<file path="src/rtl/sram_stream_reader.sv">
// sram_stream_reader
// Read-side master for the 8K x 16 SRAM. A start command sweeps a contiguous
// address range, one word per clock, into a 2-entry output buffer that feeds a
// valid/ready stream with a last marker. A one-cycle done pulse closes each
// request.
// Build option: define SRAM_RD_WRAP_EN to let a request wrap from the top word
// back to address 0. Without it, requests are clipped at the top of memory.
module sram_stream_reader #(
  parameter int ADDR_W = 13,
  parameter int DATA_W = 16,
  parameter int LEN_W  = 14
) (
  input  logic              clock,
  input  logic              reset_n,
  input  logic              start,
  input  logic [ADDR_W-1:0] start_addr,
  input  logic [LEN_W-1:0]  length,
  output logic              busy,
  output logic              done,
  output logic [ADDR_W-1:0] ReadAddress,
  input  logic [DATA_W-1:0] ReadBus,
  output logic              out_valid,
  output logic [DATA_W-1:0] out_data,
  output logic              out_last,
  input  logic              out_ready
);

`ifndef SRAM_RD_WRAP_EN
  // Number of words in the SRAM and its highest address.
  localparam logic [LEN_W-1:0]  DEPTH    = LEN_W'(1'b1) << ADDR_W;
  localparam logic [ADDR_W-1:0] ADDR_MAX = {ADDR_W{1'b1}};
`endif

  typedef enum logic [1:0] {
    ST_IDLE  = 2'd0,
    ST_FETCH = 2'd1,
    ST_DRAIN = 2'd2,
    ST_DONE  = 2'd3
  } state_t;

  // Address following a captured word: wraps modulo 2^ADDR_W, or saturates
  // at the top word when wrapping is not built in.
  function automatic logic [ADDR_W-1:0] next_addr(input logic [ADDR_W-1:0] a);
`ifdef SRAM_RD_WRAP_EN
    return a + ADDR_W'(1'b1);
`else
    if (a == ADDR_MAX) begin
      return a;
    end else begin
      return a + ADDR_W'(1'b1);
    end
`endif
  endfunction

  state_t              state_r;
  state_t              state_s;
  logic                busy_r;
  logic                done_r;
  logic                busy_s;
  logic                done_s;

  logic [ADDR_W-1:0]   addr_r;
  logic [LEN_W-1:0]    remaining_r;
  logic [LEN_W-1:0]    load_len_s;
  logic                load_s;

  logic [DATA_W-1:0]   head_data_r;
  logic                head_last_r;
  logic [DATA_W-1:0]   tail_data_r;
  logic                tail_last_r;
  logic [1:0]          count_r;
  logic [1:0]          count_s;
  logic                valid_r;

  logic                pop_s;
  logic                capture_s;
  logic                cap_last_s;
  logic                last_pop_s;

  // Handshake, capture and end-of-request qualifiers.
  always_comb begin
    pop_s      = valid_r & out_ready;
    cap_last_s = (remaining_r == LEN_W'(1'b1));
    load_s     = (state_r == ST_IDLE) && start && (length != {LEN_W{1'b0}});
    if ((state_r == ST_FETCH) && (remaining_r != {LEN_W{1'b0}}) &&
        ((count_r != 2'd2) || pop_s)) begin
      capture_s = 1'b1;
    end else begin
      capture_s = 1'b0;
    end
    last_pop_s = pop_s & head_last_r;
  end

  // Word count loaded at start: full length when wrapping, otherwise clipped
  // so the sweep ends on the top word.
`ifdef SRAM_RD_WRAP_EN
  always_comb begin
    load_len_s = length;
  end
`else
  logic [LEN_W-1:0] room_s;
  always_comb begin
    room_s = DEPTH - LEN_W'(start_addr);
    if (length > room_s) begin
      load_len_s = room_s;
    end else begin
      load_len_s = length;
    end
  end
`endif

  // State register together with the registered status outputs.
  always_ff @(posedge clock or negedge reset_n) begin
    if (!reset_n) begin
      state_r <= ST_IDLE;
      busy_r  <= 1'b0;
      done_r  <= 1'b0;
    end else begin
      state_r <= state_s;
      busy_r  <= busy_s;
      done_r  <= done_s;
    end
  end

  // Next-state logic; start is only looked at in IDLE.
  always_comb begin
    state_s = state_r;
    case (state_r)
      ST_IDLE: begin
        if (start) begin
          if (length == {LEN_W{1'b0}}) begin
            state_s = ST_DONE;
          end else begin
            state_s = ST_FETCH;
          end
        end else begin
          state_s = ST_IDLE;
        end
      end
      ST_FETCH: begin
        if (capture_s && cap_last_s) begin
          state_s = ST_DRAIN;
        end else begin
          state_s = ST_FETCH;
        end
      end
      ST_DRAIN: begin
        if (last_pop_s) begin
          state_s = ST_DONE;
        end else begin
          state_s = ST_DRAIN;
        end
      end
      ST_DONE: begin
        state_s = ST_IDLE;
      end
      default: begin
        state_s = ST_IDLE;
      end
    endcase
  end

  // Status outputs decoded from the upcoming state so they register in step.
  always_comb begin
    busy_s = 1'b0;
    done_s = 1'b0;
    case (state_s)
      ST_IDLE: begin
        busy_s = 1'b0;
        done_s = 1'b0;
      end
      ST_FETCH, ST_DRAIN: begin
        busy_s = 1'b1;
        done_s = 1'b0;
      end
      ST_DONE: begin
        busy_s = 1'b1;
        done_s = 1'b1;
      end
      default: begin
        busy_s = 1'b0;
        done_s = 1'b0;
      end
    endcase
  end

  // Read address and remaining word count: loaded on start, stepped on capture.
  always_ff @(posedge clock or negedge reset_n) begin
    if (!reset_n) begin
      addr_r      <= {ADDR_W{1'b0}};
      remaining_r <= {LEN_W{1'b0}};
    end else if (load_s) begin
      addr_r      <= start_addr;
      remaining_r <= load_len_s;
    end else if (capture_s) begin
      addr_r      <= next_addr(addr_r);
      remaining_r <= remaining_r - LEN_W'(1'b1);
    end else begin
      addr_r      <= addr_r;
      remaining_r <= remaining_r;
    end
  end

  // Buffer occupancy after this cycle's push and pop.
  always_comb begin
    count_s = count_r;
    if (capture_s && !pop_s) begin
      count_s = count_r + 2'd1;
    end else if (!capture_s && pop_s) begin
      count_s = count_r - 2'd1;
    end else begin
      count_s = count_r;
    end
  end

  // Two-entry buffer kept as head/tail registers so the head drives the
  // stream outputs straight from flops and holds while stalled.
  always_ff @(posedge clock or negedge reset_n) begin
    if (!reset_n) begin
      head_data_r <= {DATA_W{1'b0}};
      head_last_r <= 1'b0;
      tail_data_r <= {DATA_W{1'b0}};
      tail_last_r <= 1'b0;
      count_r     <= 2'd0;
      valid_r     <= 1'b0;
    end else begin
      count_r <= count_s;
      valid_r <= (count_s != 2'd0);
      case ({capture_s, pop_s})
        2'b10: begin
          if (count_r == 2'd0) begin
            head_data_r <= ReadBus;
            head_last_r <= cap_last_s;
          end else begin
            tail_data_r <= ReadBus;
            tail_last_r <= cap_last_s;
          end
        end
        2'b01: begin
          if (count_r == 2'd2) begin
            head_data_r <= tail_data_r;
            head_last_r <= tail_last_r;
          end else begin
            head_last_r <= 1'b0;
          end
        end
        2'b11: begin
          if (count_r == 2'd1) begin
            head_data_r <= ReadBus;
            head_last_r <= cap_last_s;
          end else begin
            head_data_r <= tail_data_r;
            head_last_r <= tail_last_r;
            tail_data_r <= ReadBus;
            tail_last_r <= cap_last_s;
          end
        end
        default: begin
          head_data_r <= head_data_r;
          head_last_r <= head_last_r;
        end
      endcase
    end
  end

  assign busy        = busy_r;
  assign done        = done_r;
  assign ReadAddress = addr_r;
  assign out_valid   = valid_r;
  assign out_data    = head_data_r;
  assign out_last    = head_last_r;

endmodule

</file>
<file path="config.mk">
export PLATFORM = sky130hd
export DESIGN_NAME = sram_stream_reader
export DESIGN_NICKNAME = d
export VERILOG_FILES = /design/src/rtl/sram_stream_reader.sv
export SDC_FILE = /design/constraint.sdc
export NUM_CORES = 1
export LEC_CHECK = 0
export CORE_MARGIN = 2
export CORE_UTILIZATION = 48
export CTS_CLUSTER_DIAMETER = 200
export DETAILED_ROUTE_END_ITERATION = 8
export PLACE_DENSITY = 0.77
export SLEW_MARGIN = 20
export SYNTH_ARGS = -nofsm -noshare
export SYNTH_HDL_FRONTEND = slang
export SYNTH_SLANG_ARGS = --single-unit
</file>
<file path="constraint.sdc">
create_clock -name clock -period 2 [get_ports clock]
set_clock_uncertainty 0.05 [all_clocks]
set_input_delay 0.6 -clock clock [delete_from_list [all_inputs] [get_ports clock]]
set_output_delay 0.6 -clock clock [all_outputs]
set_load 0.01 [all_outputs]
</file>
==> results.md <==
| Quantity | Value |
|:---|:---|
| Final Hold Violating Endpoints | 0 |
| Fraction of final layout cells with drive strength greater than 1 | 0.4889 |
| First-pass GRT wire length | 25240 µm |
| Setup-failing EPs final | 64 |
| Number of filler instances in the final layout | 352 |
| Grt total ovfl | 0 |
| Cell types occupying the most area after synthesis | sky130_fd_sc_hd__dfrtp_1 (40%), sky130_fd_sc_hd__ha_1 (6.4%), sky130_fd_sc_hd__nand2_1 (6.0%), sky130_fd_sc_hd__mux2_2 (5.0%), sky130_fd_sc_hd__nor2_1 (3.6%) |
| Combined area of all synthesized cells | 4294 µm² |
| Syn_area_per_cell | 8.965 µm² |
| Total number of placement rows | 34 |
| Maximum number of pins on one net before global-route repair | 69 |
| Count of placed standard cells in the final layout, fillers left out | 826 |
| Most used flip-flop cell after synthesis | sky130_fd_sc_hd__dfrtp_1 |
| Final Cell Area | 7769 µm² |
| Worst slew margin relative to its limit | 0.7195 |
| Nets | 782 |
| Placement-stage cell area | 6067 µm² |
| Failing checks | setup timing |
| Largest fanout of any net on the critical path | 4 |
| Flops & latches, synth | 68 |
| Die area | 9719 µm² |
| Worst hold margin | 0.2125 ns |
| Max-cap viol count | 0 |
| Share of synthesized flip-flops with an asynchronous set or reset | 1.000 |
| Count of H-tree levels built during CTS | 3 |
| Final Cycle Share | 1.648 |
| Number of cells after detailed placement | 751 |
| Max Buffers Root-to-Sink | 2 |
| Chip Width | 98.59 µm |
| Number of synthesized flops with an enable pin | 0 |
| Standard cell core area | 8678 µm² |
| DP Worst Slack | -1.754 ns |
| Vertical extent of the die | 98.59 µm |
| Number of diodes | 0 |
| Library cell occupying the most area in the post-synthesis netlist | sky130_fd_sc_hd__dfrtp_1 |
| Clock sinks | 68 |
| Yosys warns | 0 |
| Residual antenna-violating net count after detailed routing | 0 |
| Drt first pass iters | 5 |
| Final TNS setup | -26.67 ns |
| Worst Setup Slack, final | -1.296 ns |
| Drt first-iter violations | 320 |
| Clock-pin slew of the registers on the worst-case setup and hold paths | 0.09 ns |
| Global routing usage summed across all routing layers | 0.3256 |
| CTS root buf | sky130_fd_sc_hd__clkbuf_8 |
| Utilization after layout | 0.8952 |
| Power after layout | 9.756 mW |
| Min Clock Period, post-route | 3.296 ns |
| Post-synthesis sequential area ratio | 0.3963 |
| Clock tree from TritonCTS | yes |
| Initial cell density of the core | 0.4948 |
| Vias after detailed routing | 5159 |
| Most common cell in the netlist | sky130_fd_sc_hd__nand2_1 |
| Detailed placer's ending HPWL | 9744 µm |
| Area added between synthesis and finish | 80.91% |
| Mean number of vias per cell | 6.246 |
| RSZ-0062 raised after global routing | yes |
| Cell types with the highest counts after synthesis | sky130_fd_sc_hd__nand2_1 (69), sky130_fd_sc_hd__dfrtp_1 (68), sky130_fd_sc_hd__nor2_1 (41), sky130_fd_sc_hd__a21oi_1 (30), sky130_fd_sc_hd__o21ai_0 (29) |
| Arrival time at the worst endpoint | 3.47 ns |
| Routed length per instance | 22.85 µm |
| Portion of synthesized cell area occupied by the leading cell type | 0.3963 |
| Pin slew with the least headroom to its limit | 0.4194 ns |
| Routed wire length | 18880 µm |
| Io pins | 80 |
| Port buffer count | 79 |
| Maximum vdd ir drop | 0.8971 mV |
| Max-slew violations | 0 |
| Latest clock arrival within the worst-skew pair | 0.36 ns |
| Worst setup EP type | flip-flop |
| Weighted congestion at the end of routability-driven global placement | 0.9420 |
| Hold Crit Class | primary input to asynchronous set/reset pin |
| DRC violation count after routing | 0 |
| Library cells used by synthesis | 55 |
| Power Dens Cells | 1256 nW/µm² |
| Mapped Nets | 548 |
| Critical path startpoint category | primary input |
| Required @ worst endpoint | 2.18 ns |
| Fmax | 0.3034 GHz |
| Outcome | finished with violations |
| Critical path start-end classification | primary input to flip-flop |
| Post-Synthesis Cells | 479 |
| Antenna violations before repair | 0 |
| Hold-fix buffer count after cts | 0 |
| Vias in the first global route | 5095 |
| Total clock buffers created by CTS | 9 |
| Static leakage power | 3.628 nW |
cells in the final DEF, fill, tap and decap left out, drive strengths merged, types with 19 or more instances in the layout:
cell             n
ha              22
inv             23
mux2            19
dfrtp           68
nor3            21
nor2            42
a21oi           30
buf            166
dlymetal6s2s    26
clkdlybuf4s50   38
o21ai           39
nand2           70
metal layers:
layer	track usage	wire length [µm]	vias to the layer above
met5	0	0	-
met4	0.1876	1194	0
met3	0.04043	1149	102
met2	0.5788	9781	294
met1	0.3768	6751	2568
li1	-	-	2195
critical path, cell delays in order:
cell and delay [ns]:
sky130_fd_sc_hd__buf_6 0.10, sky130_fd_sc_hd__or3_4 0.41, sky130_fd_sc_hd__nor3_4 0.18, sky130_fd_sc_hd__nor3b_4 0.34
sky130_fd_sc_hd__xor2_2 0.13, sky130_fd_sc_hd__ha_1 0.33, sky130_fd_sc_hd__nand4_1 0.25, sky130_fd_sc_hd__a311o_1 0.40
sky130_fd_sc_hd__buf_4 0.17, sky130_fd_sc_hd__nand4_1 0.10, sky130_fd_sc_hd__buf_4 0.16, sky130_fd_sc_hd__nor2_1 0.06
sky130_fd_sc_hd__a211oi_1 0.23
report_power, final:
| part | switching [mW] | internal [mW] |
|---|---|---|
| Sequential | 0.555 | 1.97 |
| Clock | 0.634 | 0.470 |
| Combinational | 2.98 | 3.14 |
state kept, by name, summed over array words and instances, names as in the netlist:
name         count
state_r          2
tail_last_r      1
done             1
remaining_r     14
out_valid        1
busy             1
count_r          2
tail_data_r     16
out_data        16
out_last         1
ReadAddress     13
timing repair:
item / 4_1_cts / 5_1_grt
pin swaps: 41 / 78
setup endpoints to repair: 76 / 77
cloned: 8 / 0
buffers inserted: 40 / 25
resized for setup: 136 / 182
cell families after synthesis:
family                     synth area share
DFF                                  0.3963
buffers and inverters               0.03788
and+or+nand+nor                      0.2223
AOI/OAI and AO/OA                    0.1713
xor gates and xnor gates            0.04895
adders and majority gates           0.06410
muxes                               0.05915
path summary, 6_finish.rpt:
check / startpoint / to / slack [ns] / depth (start not counted)
worst max-delay path: start_addr[7] / remaining_r[4]$_DFFE_PN0P_ / -1.30 / 13
max in group asynchronous: reset_n / ReadAddress[7]$_DFFE_PN0P_ / 1.36 / 2
worst min-delay path: reset_n / out_data[11]$_DFFE_PN0P_ / 0.21 / 2
worst min register to register: out_data[6]$_DFFE_PN0P_ / out_data[6]$_DFFE_PN0P_ / 0.46 / 2
min in group clock: out_data[6]$_DFFE_PN0P_ / out_data[6]$_DFFE_PN0P_ / 0.46 / 2
worst max register to register: remaining_r[0]$_DFFE_PN0P_ / remaining_r[6]$_DFFE_PN0P_ / -0.32 / 8
area by class of cell:
class                   instances  area, µm²  area share
multi-input cells             376       3412      0.4392
inverters                      19      71.32    0.009180
clock buffers                   9      123.9     0.01594
clock inverters                 7      57.56    0.007409
well taps                     108      135.1     0.01739
repair buffers                239       2263      0.2914
flip-flops and latches         68       1705      0.2195
Power figures use the tool's default switching activity.
